### src/rtl/muldiv_pkg.sv
// rtl/muldiv_pkg.sv - RV32M funct3 encodings, FSM states and operand decode helpers
package muldiv_pkg;

    localparam logic [2:0] F3_MUL    = 3'b000;
    localparam logic [2:0] F3_MULH   = 3'b001;
    localparam logic [2:0] F3_MULHSU = 3'b010;
    localparam logic [2:0] F3_MULHU  = 3'b011;
    localparam logic [2:0] F3_DIV    = 3'b100;
    localparam logic [2:0] F3_DIVU   = 3'b101;
    localparam logic [2:0] F3_REM    = 3'b110;
    localparam logic [2:0] F3_REMU   = 3'b111;

    typedef enum logic [1:0] {
        S_IDLE = 2'd0,
        S_MUL  = 2'd1,
        S_DIV  = 2'd2,
        S_DONE = 2'd3
    } state_t;

    function automatic logic is_div(input logic [2:0] f3);
        return f3[2];
    endfunction

    function automatic logic is_signed_a(input logic [2:0] f3);
        return (f3 == F3_MULH) || (f3 == F3_MULHSU) || (f3 == F3_DIV) || (f3 == F3_REM);
    endfunction

    function automatic logic is_signed_b(input logic [2:0] f3);
        return (f3 == F3_MULH) || (f3 == F3_DIV) || (f3 == F3_REM);
    endfunction

endpackage

### src/rtl/ex_muldiv_unit_divider.sv
// rtl/ex_muldiv_unit_divider.sv - iterative restoring divider on unsigned magnitudes, one quotient bit per cycle
module muldiv_divider #(
    parameter int XLEN = 32
) (
    input  logic            clk,
    input  logic            rst,
    input  logic            start,
    input  logic            abort,
    input  logic [XLEN-1:0] dividend,
    input  logic [XLEN-1:0] divisor,
    output logic            done,
    output logic [XLEN-1:0] quotient,
    output logic [XLEN-1:0] remainder
);

    localparam int CW = $clog2(XLEN) + 1;

    logic            active_q, active_d;
    logic [CW-1:0]   cnt_q, cnt_d;
    logic [XLEN-1:0] quo_q, quo_d;
    logic [XLEN-1:0] rem_q, rem_d;
    logic [XLEN-1:0] dvs_q, dvs_d;
    logic [XLEN:0]   trial;
    logic [XLEN-1:0] quo_n, rem_n;

    // quotient/remainder outputs are the combinational result of the current step,
    // so the final values are usable in the same cycle done is raised
    always_comb begin
        trial = {rem_q, quo_q[XLEN-1]} - {1'b0, dvs_q};
        if (!trial[XLEN]) begin
            rem_n = trial[XLEN-1:0];
            quo_n = {quo_q[XLEN-2:0], 1'b1};
        end else begin
            rem_n = {rem_q[XLEN-2:0], quo_q[XLEN-1]};
            quo_n = {quo_q[XLEN-2:0], 1'b0};
        end
    end

    assign done      = active_q && (cnt_q == CW'(1));
    assign quotient  = quo_n;
    assign remainder = rem_n;

    always_comb begin
        active_d = active_q;
        cnt_d    = cnt_q;
        quo_d    = quo_q;
        rem_d    = rem_q;
        dvs_d    = dvs_q;
        if (start) begin
            active_d = 1'b1;
            cnt_d    = CW'(XLEN);
            quo_d    = dividend;
            rem_d    = '0;
            dvs_d    = divisor;
        end else if (abort) begin
            active_d = 1'b0;
        end else if (active_q) begin
            quo_d = quo_n;
            rem_d = rem_n;
            cnt_d = cnt_q - CW'(1);
            if (cnt_q == CW'(1)) begin
                active_d = 1'b0;
            end
        end
    end

    always_ff @(posedge clk) begin
        if (rst) begin
            active_q <= 1'b0;
            cnt_q    <= '0;
            quo_q    <= '0;
            rem_q    <= '0;
            dvs_q    <= '0;
        end else begin
            active_q <= active_d;
            cnt_q    <= cnt_d;
            quo_q    <= quo_d;
            rem_q    <= rem_d;
            dvs_q    <= dvs_d;
        end
    end

endmodule

### src/rtl/ex_muldiv_unit.sv
// rtl/ex_muldiv_unit.sv - iterative RV32M multiply/divide execute unit with pipeline stall and done pulse
module ex_muldiv_unit
    import muldiv_pkg::*;
#(
    parameter int XLEN       = 32,
    parameter int MUL_UNROLL = 4
) (
    input  logic            clk,
    input  logic            rst,
    input  logic            start,
    input  logic [2:0]      funct3,
    input  logic [XLEN-1:0] op_a,
    input  logic [XLEN-1:0] op_b,
    input  logic [4:0]      rd_in,
    input  logic            flush,
    output logic            stall,
    output logic            busy,
    output logic            done,
    output logic [XLEN-1:0] result,
    output logic [4:0]      rd_out
);

    localparam int CW = $clog2(XLEN) + 1;
    localparam logic [CW-1:0]   MUL_STEPS = CW'(XLEN / MUL_UNROLL);
    localparam logic [XLEN-1:0] XMIN      = {1'b1, {(XLEN-1){1'b0}}};

    state_t            state_q, state_d;
    logic [CW-1:0]     cnt_q, cnt_d;
    logic [2*XLEN-1:0] acc_q, acc_d;
    logic [XLEN-1:0]   mcand_q, mcand_d;
    logic [2:0]        f3_q, f3_d;
    logic [4:0]        rd_q, rd_d;
    logic              neg_q, neg_d;
    logic              rneg_q, rneg_d;
    logic [XLEN-1:0]   result_q, result_d;
    logic [4:0]        rd_out_q, rd_out_d;

    logic              accept, sign_a, sign_b, div_zero, div_ovf, div_start;
    logic [XLEN-1:0]   mag_a, mag_b;
    logic [2*XLEN-1:0] mul_next, prod;
    logic [XLEN:0]     psum;
    logic              div_done;
    logic [XLEN-1:0]   div_quo, div_rem, quo_fix, rem_fix;

    assign accept    = start && !flush && ((state_q == S_IDLE) || (state_q == S_DONE));
    assign sign_a    = is_signed_a(funct3) && op_a[XLEN-1];
    assign sign_b    = is_signed_b(funct3) && op_b[XLEN-1];
    assign mag_a     = sign_a ? -op_a : op_a;
    assign mag_b     = sign_b ? -op_b : op_b;
    assign div_zero  = (op_b == '0);
    assign div_ovf   = is_signed_a(funct3) && (op_a == XMIN) && (op_b == '1);
    assign div_start = accept && is_div(funct3) && !div_zero && !div_ovf;

    // shift-add: low half starts as the multiplier and drains out as the product grows in
    always_comb begin
        mul_next = acc_q;
        psum     = '0;
        for (int i = 0; i < MUL_UNROLL; i++) begin
            psum     = {1'b0, mul_next[2*XLEN-1:XLEN]} + (mul_next[0] ? {1'b0, mcand_q} : '0);
            mul_next = {psum, mul_next[XLEN-1:1]};
        end
        prod = neg_q ? -mul_next : mul_next;
    end

    muldiv_divider #(.XLEN(XLEN)) u_divider (
        .clk       (clk),
        .rst       (rst),
        .start     (div_start),
        .abort     (flush),
        .dividend  (mag_a),
        .divisor   (mag_b),
        .done      (div_done),
        .quotient  (div_quo),
        .remainder (div_rem)
    );

    assign quo_fix = neg_q  ? -div_quo : div_quo;
    assign rem_fix = rneg_q ? -div_rem : div_rem;

    always_comb begin
        state_d  = state_q;
        cnt_d    = cnt_q;
        acc_d    = acc_q;
        mcand_d  = mcand_q;
        f3_d     = f3_q;
        rd_d     = rd_q;
        neg_d    = neg_q;
        rneg_d   = rneg_q;
        result_d = result_q;
        rd_out_d = rd_out_q;
        case (state_q)
            S_MUL: begin
                if (flush) begin
                    state_d = S_IDLE;
                end else begin
                    acc_d = mul_next;
                    cnt_d = cnt_q - CW'(1);
                    if (cnt_q == CW'(1)) begin
                        state_d  = S_DONE;
                        result_d = (f3_q == F3_MUL) ? prod[XLEN-1:0] : prod[2*XLEN-1:XLEN];
                        rd_out_d = rd_q;
                    end
                end
            end
            S_DIV: begin
                if (flush) begin
                    state_d = S_IDLE;
                end else if (div_done) begin
                    state_d  = S_DONE;
                    result_d = f3_q[1] ? rem_fix : quo_fix;
                    rd_out_d = rd_q;
                end
            end
            default: begin
                if (state_q == S_DONE) begin
                    state_d = S_IDLE;
                end
                if (accept) begin
                    f3_d    = funct3;
                    rd_d    = rd_in;
                    neg_d   = sign_a ^ sign_b;
                    rneg_d  = sign_a;
                    cnt_d   = is_div(funct3) ? CW'(XLEN) : MUL_STEPS;
                    acc_d   = {{XLEN{1'b0}}, mag_b};
                    mcand_d = mag_a;
                    if (!is_div(funct3)) begin
                        state_d = S_MUL;
                    end else if (div_zero || div_ovf) begin
                        // special cases resolve at acceptance and skip the iterative core
                        state_d  = S_DONE;
                        rd_out_d = rd_in;
                        if (div_zero) begin
                            result_d = funct3[1] ? op_a : '1;
                        end else begin
                            result_d = funct3[1] ? '0 : XMIN;
                        end
                    end else begin
                        state_d = S_DIV;
                    end
                end
            end
        endcase
    end

    always_ff @(posedge clk) begin
        if (rst) begin
            state_q  <= S_IDLE;
            cnt_q    <= '0;
            acc_q    <= '0;
            mcand_q  <= '0;
            f3_q     <= '0;
            rd_q     <= '0;
            neg_q    <= 1'b0;
            rneg_q   <= 1'b0;
            result_q <= '0;
            rd_out_q <= '0;
        end else begin
            state_q  <= state_d;
            cnt_q    <= cnt_d;
            acc_q    <= acc_d;
            mcand_q  <= mcand_d;
            f3_q     <= f3_d;
            rd_q     <= rd_d;
            neg_q    <= neg_d;
            rneg_q   <= rneg_d;
            result_q <= result_d;
            rd_out_q <= rd_out_d;
        end
    end

    assign busy   = (state_q == S_MUL) || (state_q == S_DIV);
    assign stall  = busy || accept;
    assign done   = (state_q == S_DONE);
    assign result = result_q;
    assign rd_out = rd_out_q;

endmodule
### config.mk
export PLATFORM = sky130hd
export DESIGN_NAME = ex_muldiv_unit
export DESIGN_NICKNAME = d
export VERILOG_FILES = /design/src/rtl/muldiv_pkg.sv /design/src/rtl/ex_muldiv_unit_divider.sv /design/src/rtl/ex_muldiv_unit.sv
export SDC_FILE = /design/constraint.sdc
export NUM_CORES = 1
export LEC_CHECK = 0
export ABC_AREA = 0
export CAP_MARGIN = 15
export CORE_ASPECT_RATIO = 0.5
export CORE_UTILIZATION = 40
export DETAILED_ROUTE_END_ITERATION = 12
export PLACE_DENSITY_LB_ADDON = 0.1
export SYNTH_ARGS = -nofsm -noshare
export SYNTH_HDL_FRONTEND = slang
export SYNTH_SLANG_ARGS = --single-unit
### constraint.sdc
create_clock -name clk -period 25.2 [get_ports clk]
set_input_delay 7.56 -clock clk [delete_from_list [all_inputs] [get_ports clk]]
set_output_delay 7.56 -clock clk [all_outputs]
set_load 0.005 [all_outputs]
; Word-level counts from Yosys, hierarchy flattened
; Cells that the tools add are included.
[totals]
register_bits = 254
in_bits = 76
out_inout_bits = 40
wordCells = 147
[op_classes]
add_sub_neg = 12
n_eq_ne = 18
n_mux = 58
n_bitwise = 4
n_reduce_logical = 39
[ops]
columns = operator, count
row1 = two-way mux 32 bit, 24
row2 = two-way mux 64 bit, 3
row3 = adder 32 x 32 -> 33 bit, 4
row4 = negator 32 bit, 4
row5 = one-hot mux 64 bit (2 select lines), 1
row6 = equality test 32 bit (second input constant), 2
row7 = negator 64 bit, 1
row8 = one-hot mux 32 bit (2 select lines), 1
row9 = two-way mux 6 bit, 6
row10 = two-way mux 5 bit, 7
row11 = subtractor 33 x 32 -> 33 bit, 1
row12 = zero test 32 bit, 1
row13 = two-way mux 2 bit, 7
row14 = equality test 6 x 1 -> 1 bit (second input constant), 2
row15 = one-hot mux 6 bit (2 select lines), 1
row16 = subtractor 6 x 1 -> 6 bit (second input constant), 2
row17 = logical AND 1 bit, 10
row18 = one-hot mux 5 bit (2 select lines), 1
row19 = logical OR 1 bit, 9
row20 = nonzero test 3 bit, 3
row21 = != test 2 bit (second input constant), 4
row22 = AND reduction 7 bit, 1
row23 = equality test 3 bit (second input constant), 2
row24 = two-way mux 1 bit, 6
row25 = 17 further kinds, 28

; Logic depth before layout (Yosys ltp)
[depth]
word_depth = 11
depth_mapped = 46
ltp_nobuf = 44

; Modules after synthesis
; Synthesis repeated with hierarchy kept, for this count alone.
[hier_totals]
hier_cells = 3396
hier_area_um2 = 25024.0
[by_module_without_submodules]
columns = mod, n_inst, cells_per_inst, area_per_inst_um2, seq_area_each_um2
row1 = ex_muldiv_unit, 1, 2536, 18184.9, 3022.9
row2 = muldiv_divider, 1, 860, 6839.1, 2062.0

; Least setup slack after synthesis
; No wires, ideal clock.
[synth_path]
path_kind = in2out
from = in flush
to = out stall
arrival_ns = 8.336
t_required_ns = 17.640
setup_slack_ns = 9.304
path_stages = 4
path_buffers = 2
path_cell_list = clkbuf_1 > or2_2 > clkbuf_1 > nand2_1
[synth_between]
elab_chain_len = 4
[synth_rtl]
columns = item, line
row1 = "start, declared", ex_muldiv_unit.sv:15  ; input logic flush,
row2 = zero test 1 bit, ex_muldiv_unit.sv:45  ; assign accept = start && !flush && ((state_q == S_IDLE) || (state_q == S_DONE));
row3 = logical AND 1 bit (2 in a row), ex_muldiv_unit.sv:45
row4 = logical OR 1 bit, ex_muldiv_unit.sv:172  ; assign stall = busy || accept;
row5 = "end, declared", ex_muldiv_unit.sv:16  ; output logic stall,
; Every way passes these cells.

; Final worst setup path
; Same ends and word-level chain as after synthesis.

==> results.md <==
* Status: finished clean
* Horizontal extent of the die at around 360 um
* Cells taking the most area after synthesis: sky130_fd_sc_hd__dfxtp_1 20%, sky130_fd_sc_hd__ha_1 8.5%, sky130_fd_sc_hd__xnor2_1 6.7%
* Maximum clock frequency at 0.05830 GHz
* Async SR Flop Fraction at 0%
* Core footprint at ~62,000 um2
* Final Wtd Congestion at ~0.96
* Post-DR vias/cell at ~6.1
* Post-layout nets at 3,742
* Post-Route Setup TNS at 0 ns
* Global-route total usage across every layer at a little under 30%
* Tightest slew margin relative to the limit at a little over a fifth
* Slew @ Worst Pin at around 1.2 ns
* Cts repair resizes at 0
* Critical Setup Path Class: in2out
* Wire length per cell at 22.36 um
* Fin crit share at ~68%
* Maximum number of pins on one net before global-route repair at 97
* Initial antenna violation count at 3
* Top Ports at approximately 120
* Via count of the first global-routing pass at roughly 24,000
* Area of the multi-input gates at roughly 19,000 um2
* Share of cells above drive strength 1 at under 10%
* Number of setup violations in the final report at 0
* Worst min-delay path category: reg2reg
* Maximum buffer depth of the clock tree at 3
* Max Cap Viol at 0
* Total number of vias at 26,470
* Synthesized cell area at between 20,000 and 30,000 um2
* Die Ht at around 180 um
* Worst-Skew Late Latency at around 0.60 ns
* Number of sinks handled by clock tree synthesis at 254
* Post-synth top flop: sky130_fd_sc_hd__dfxtp_1
* TritonCTS buffer count at 29
* Clock tree from TritonCTS: built
* Clock input transition at the sequential cells of the worst setup and hold paths at approximately 0.070 ns
* Design Area, Final at around 28,000 um2
* Remaining DRCs at 0
* Worst Setup Start Kind: input port
* # hold bufs at CTS at 0
* Arrival time of the worst setup path at ~9.6 ns
* Cell row count at 64
* Buffers inserted during post-CTS setup optimization at 0
* Crit path top cell by count: sky130_fd_sc_hd__clkdlybuf4s50_1
* Count of TritonRoute iterations in the first routing pass at 6
* Peak ir drop on the vdd network at 0.05209 mV
* Synth-to-layout area growth at 10.06%
* CP max-delay cell: sky130_fd_sc_hd__clkdlybuf4s50_1
* Quantity of I/O buffers inserted on ports at 115
* Detailed-route wire length at 96,920 um
* Pins over their slew limit at 0
* Die footprint at around 64,000 um2
* Final critical delay including setup and external delays at 17.15 ns
* Number of register bits inferred by synthesis at between 200 and 300
* LEAKAGE at ~11 nW
* Filler Cell Count at 6,420
* Critical path's largest stage delay at about 0.66 ns
* YS warnings at 0
* Distinct cell type count after synthesis at 100
* Number of enable flip-flop cells after synthesis at 0
* Gate Count Post-Synth at roughly 3,500
* Data required time at the worst endpoint at 17.64 ns
* Most used cells in the layout excluding fill and tap cells: 387 x sky130_fd_sc_hd__nand2_1, 347 x sky130_fd_sc_hd__nor2_1, 264 x sky130_fd_sc_hd__a21oi_1, 253 x sky130_fd_sc_hd__dfxtp_1, 238 x sky130_fd_sc_hd__o21ai_0
* Power density over the cells at 50.47 nW/um2
* Post-placement cell area at roughly 27,000 um2
* Unrepaired setup endpoints after global routing: false
* Register Area at around 5000 um2
* Largest area contributor in the synthesized netlist: sky130_fd_sc_hd__dfxtp_1
* Placed wire-length estimate at approximately 74,000 um
* Share of the synthesized area in the top cell type at 20.05%
* Final ANT Viol Nets at 0
* Number of H-tree levels at 1
* Part of the Yosys area used for sequential elements at between 20% and 30%
* Syn avg cell area at just over 7 um2
* Worst clock skew at around 0.014 ns
* Global-route wire length before repair at 148,600 um
* Critical Path, Cell by Cell: clkdlybuf4s50_1, or2_2, nand2_1, clkdlybuf4s50_1
* Effective utilization at floorplan at approximately two fifths
* Most common cell after layout, fill and taps aside: sky130_fd_sc_hd__nand2_1
* Syn nets at around 3,800
* Overflow after GRT at 0
* Fin. Hold Viols at 0
* Count of routing violations after the opening detailed-route iteration at around 2,500
* Critical Path End Type: output pin
* Root Buffer: sky130_fd_sc_hd__clkbuf_16
* Critical path peak fanout at 20
## routing by layer
metal	part of all wire (%)	wire length (um)	vias up	track usage, %
li1	-	-	12720	-
met1	49	47820	12680	44.25
met2	41	39710	933	43.11
met3	7.0	6814	131	4.243
met4	2.6	2555	2	6.877
met5	0.013	13	-	0
## path summary, 6_finish.rpt
kind | startpoint | end | slack, ns | cells past startpoint
worst max-delay path | flush | stall | 8.05 | 4
worst min-delay path | result[13] | result[13] | 0.45 | 2
worst max register to register | acc_q[0] | result[30] | 14.84 | 40
worst min register to register | result[13] | result[13] | 0.45 | 2
## report_power, final
part	switching (mW)	internal (mW)
Combinational	0.339	0.177
Sequential	0.0300	0.419
Clock	0.197	0.246
Total	0.566	0.843
## flip-flops by register name, summed over array words and instances, names as in the netlist, 2 cells and up
register and cells:
rd_out 5, f3_q 3, mcand_q 32, u_divider.cnt_q 6, u_divider.quo_q 32, u_divider.dvs_q 32
rd_q 5, acc_q 64, u_divider.rem_q 32, cnt_q 6, result 32, state_q 2
## cells in the mapped netlist (49+ instances only)
cell and number:
sky130_fd_sc_hd__xnor2_1 195, sky130_fd_sc_hd__o21ai_0 238, sky130_fd_sc_hd__a21oi_1 264, sky130_fd_sc_hd__a31oi_1 49
sky130_fd_sc_hd__xor2_1 79, sky130_fd_sc_hd__nand2_1 387, sky130_fd_sc_hd__and2_1 147, sky130_fd_sc_hd__a211oi_1 130
sky130_fd_sc_hd__nor2_1 351, sky130_fd_sc_hd__a21o_1 57, sky130_fd_sc_hd__dfxtp_1 254, sky130_fd_sc_hd__inv_1 116
sky130_fd_sc_hd__o211ai_1 51, sky130_fd_sc_hd__nor3_1 90, sky130_fd_sc_hd__nand3_1 55, sky130_fd_sc_hd__clkbuf_1 178
sky130_fd_sc_hd__ha_1 173
## cell families after synthesis
logic type | after synthesis | share of synthesized area (%)
AO/OA/AOI/OAI | 1106 | 28.76
XOR/XNOR | 274 | 9.462
adder cells (fa/ha/maj) | 178 | 8.929
buffers and inverters | 324 | 5.254
flip-flops | 254 | 20.05
multiplexers | 47 | 1.884
AND/OR/NAND/NOR | 1332 | 25.66
## through the flow
stage | hold WS [ns] | total power [mW] | worst slack, ns | utilization [%] | instances
after floorplan | 0.4357 | 0.7885 | 9.304 | - | 3515
after global placement | 0.4411 | 0.9537 | 8.076 | 43.56 | 4282
after detailed placement | 0.4433 | 0.9561 | 8.061 | 43.56 | 4282
after CTS | 0.4534 | 1.398 | 8.060 | 45.09 | 4333
after global routing | 0.4850 | 1.472 | 7.945 | 45.09 | 4333
final | 0.4535 | 1.409 | 8.049 | 45.10 | 4335
## critical path: cells and delay by family
| family | cells | cell delay [ns] |
|---|---|---|
| buffers and inverters | 2 | 1.18 |
| AND/OR/NAND/NOR | 2 | 0.84 |
## area by class of cell
| type | count | share of cell area, % |
|---|---|---|
| inverters | 116 | 1.560 |
| clock buffers | 34 | 2.703 |
| repair buffers | 150 | 5.069 |
| multi-input cells | 2937 | 68.05 |
| flip-flops and latches | 254 | 18.22 |
| diodes | 2 | 0.01793 |
| well taps | 825 | 3.698 |
| clock inverters | 17 | 0.6768 |
No activity file was read; power rests on OpenSTA's default activity.
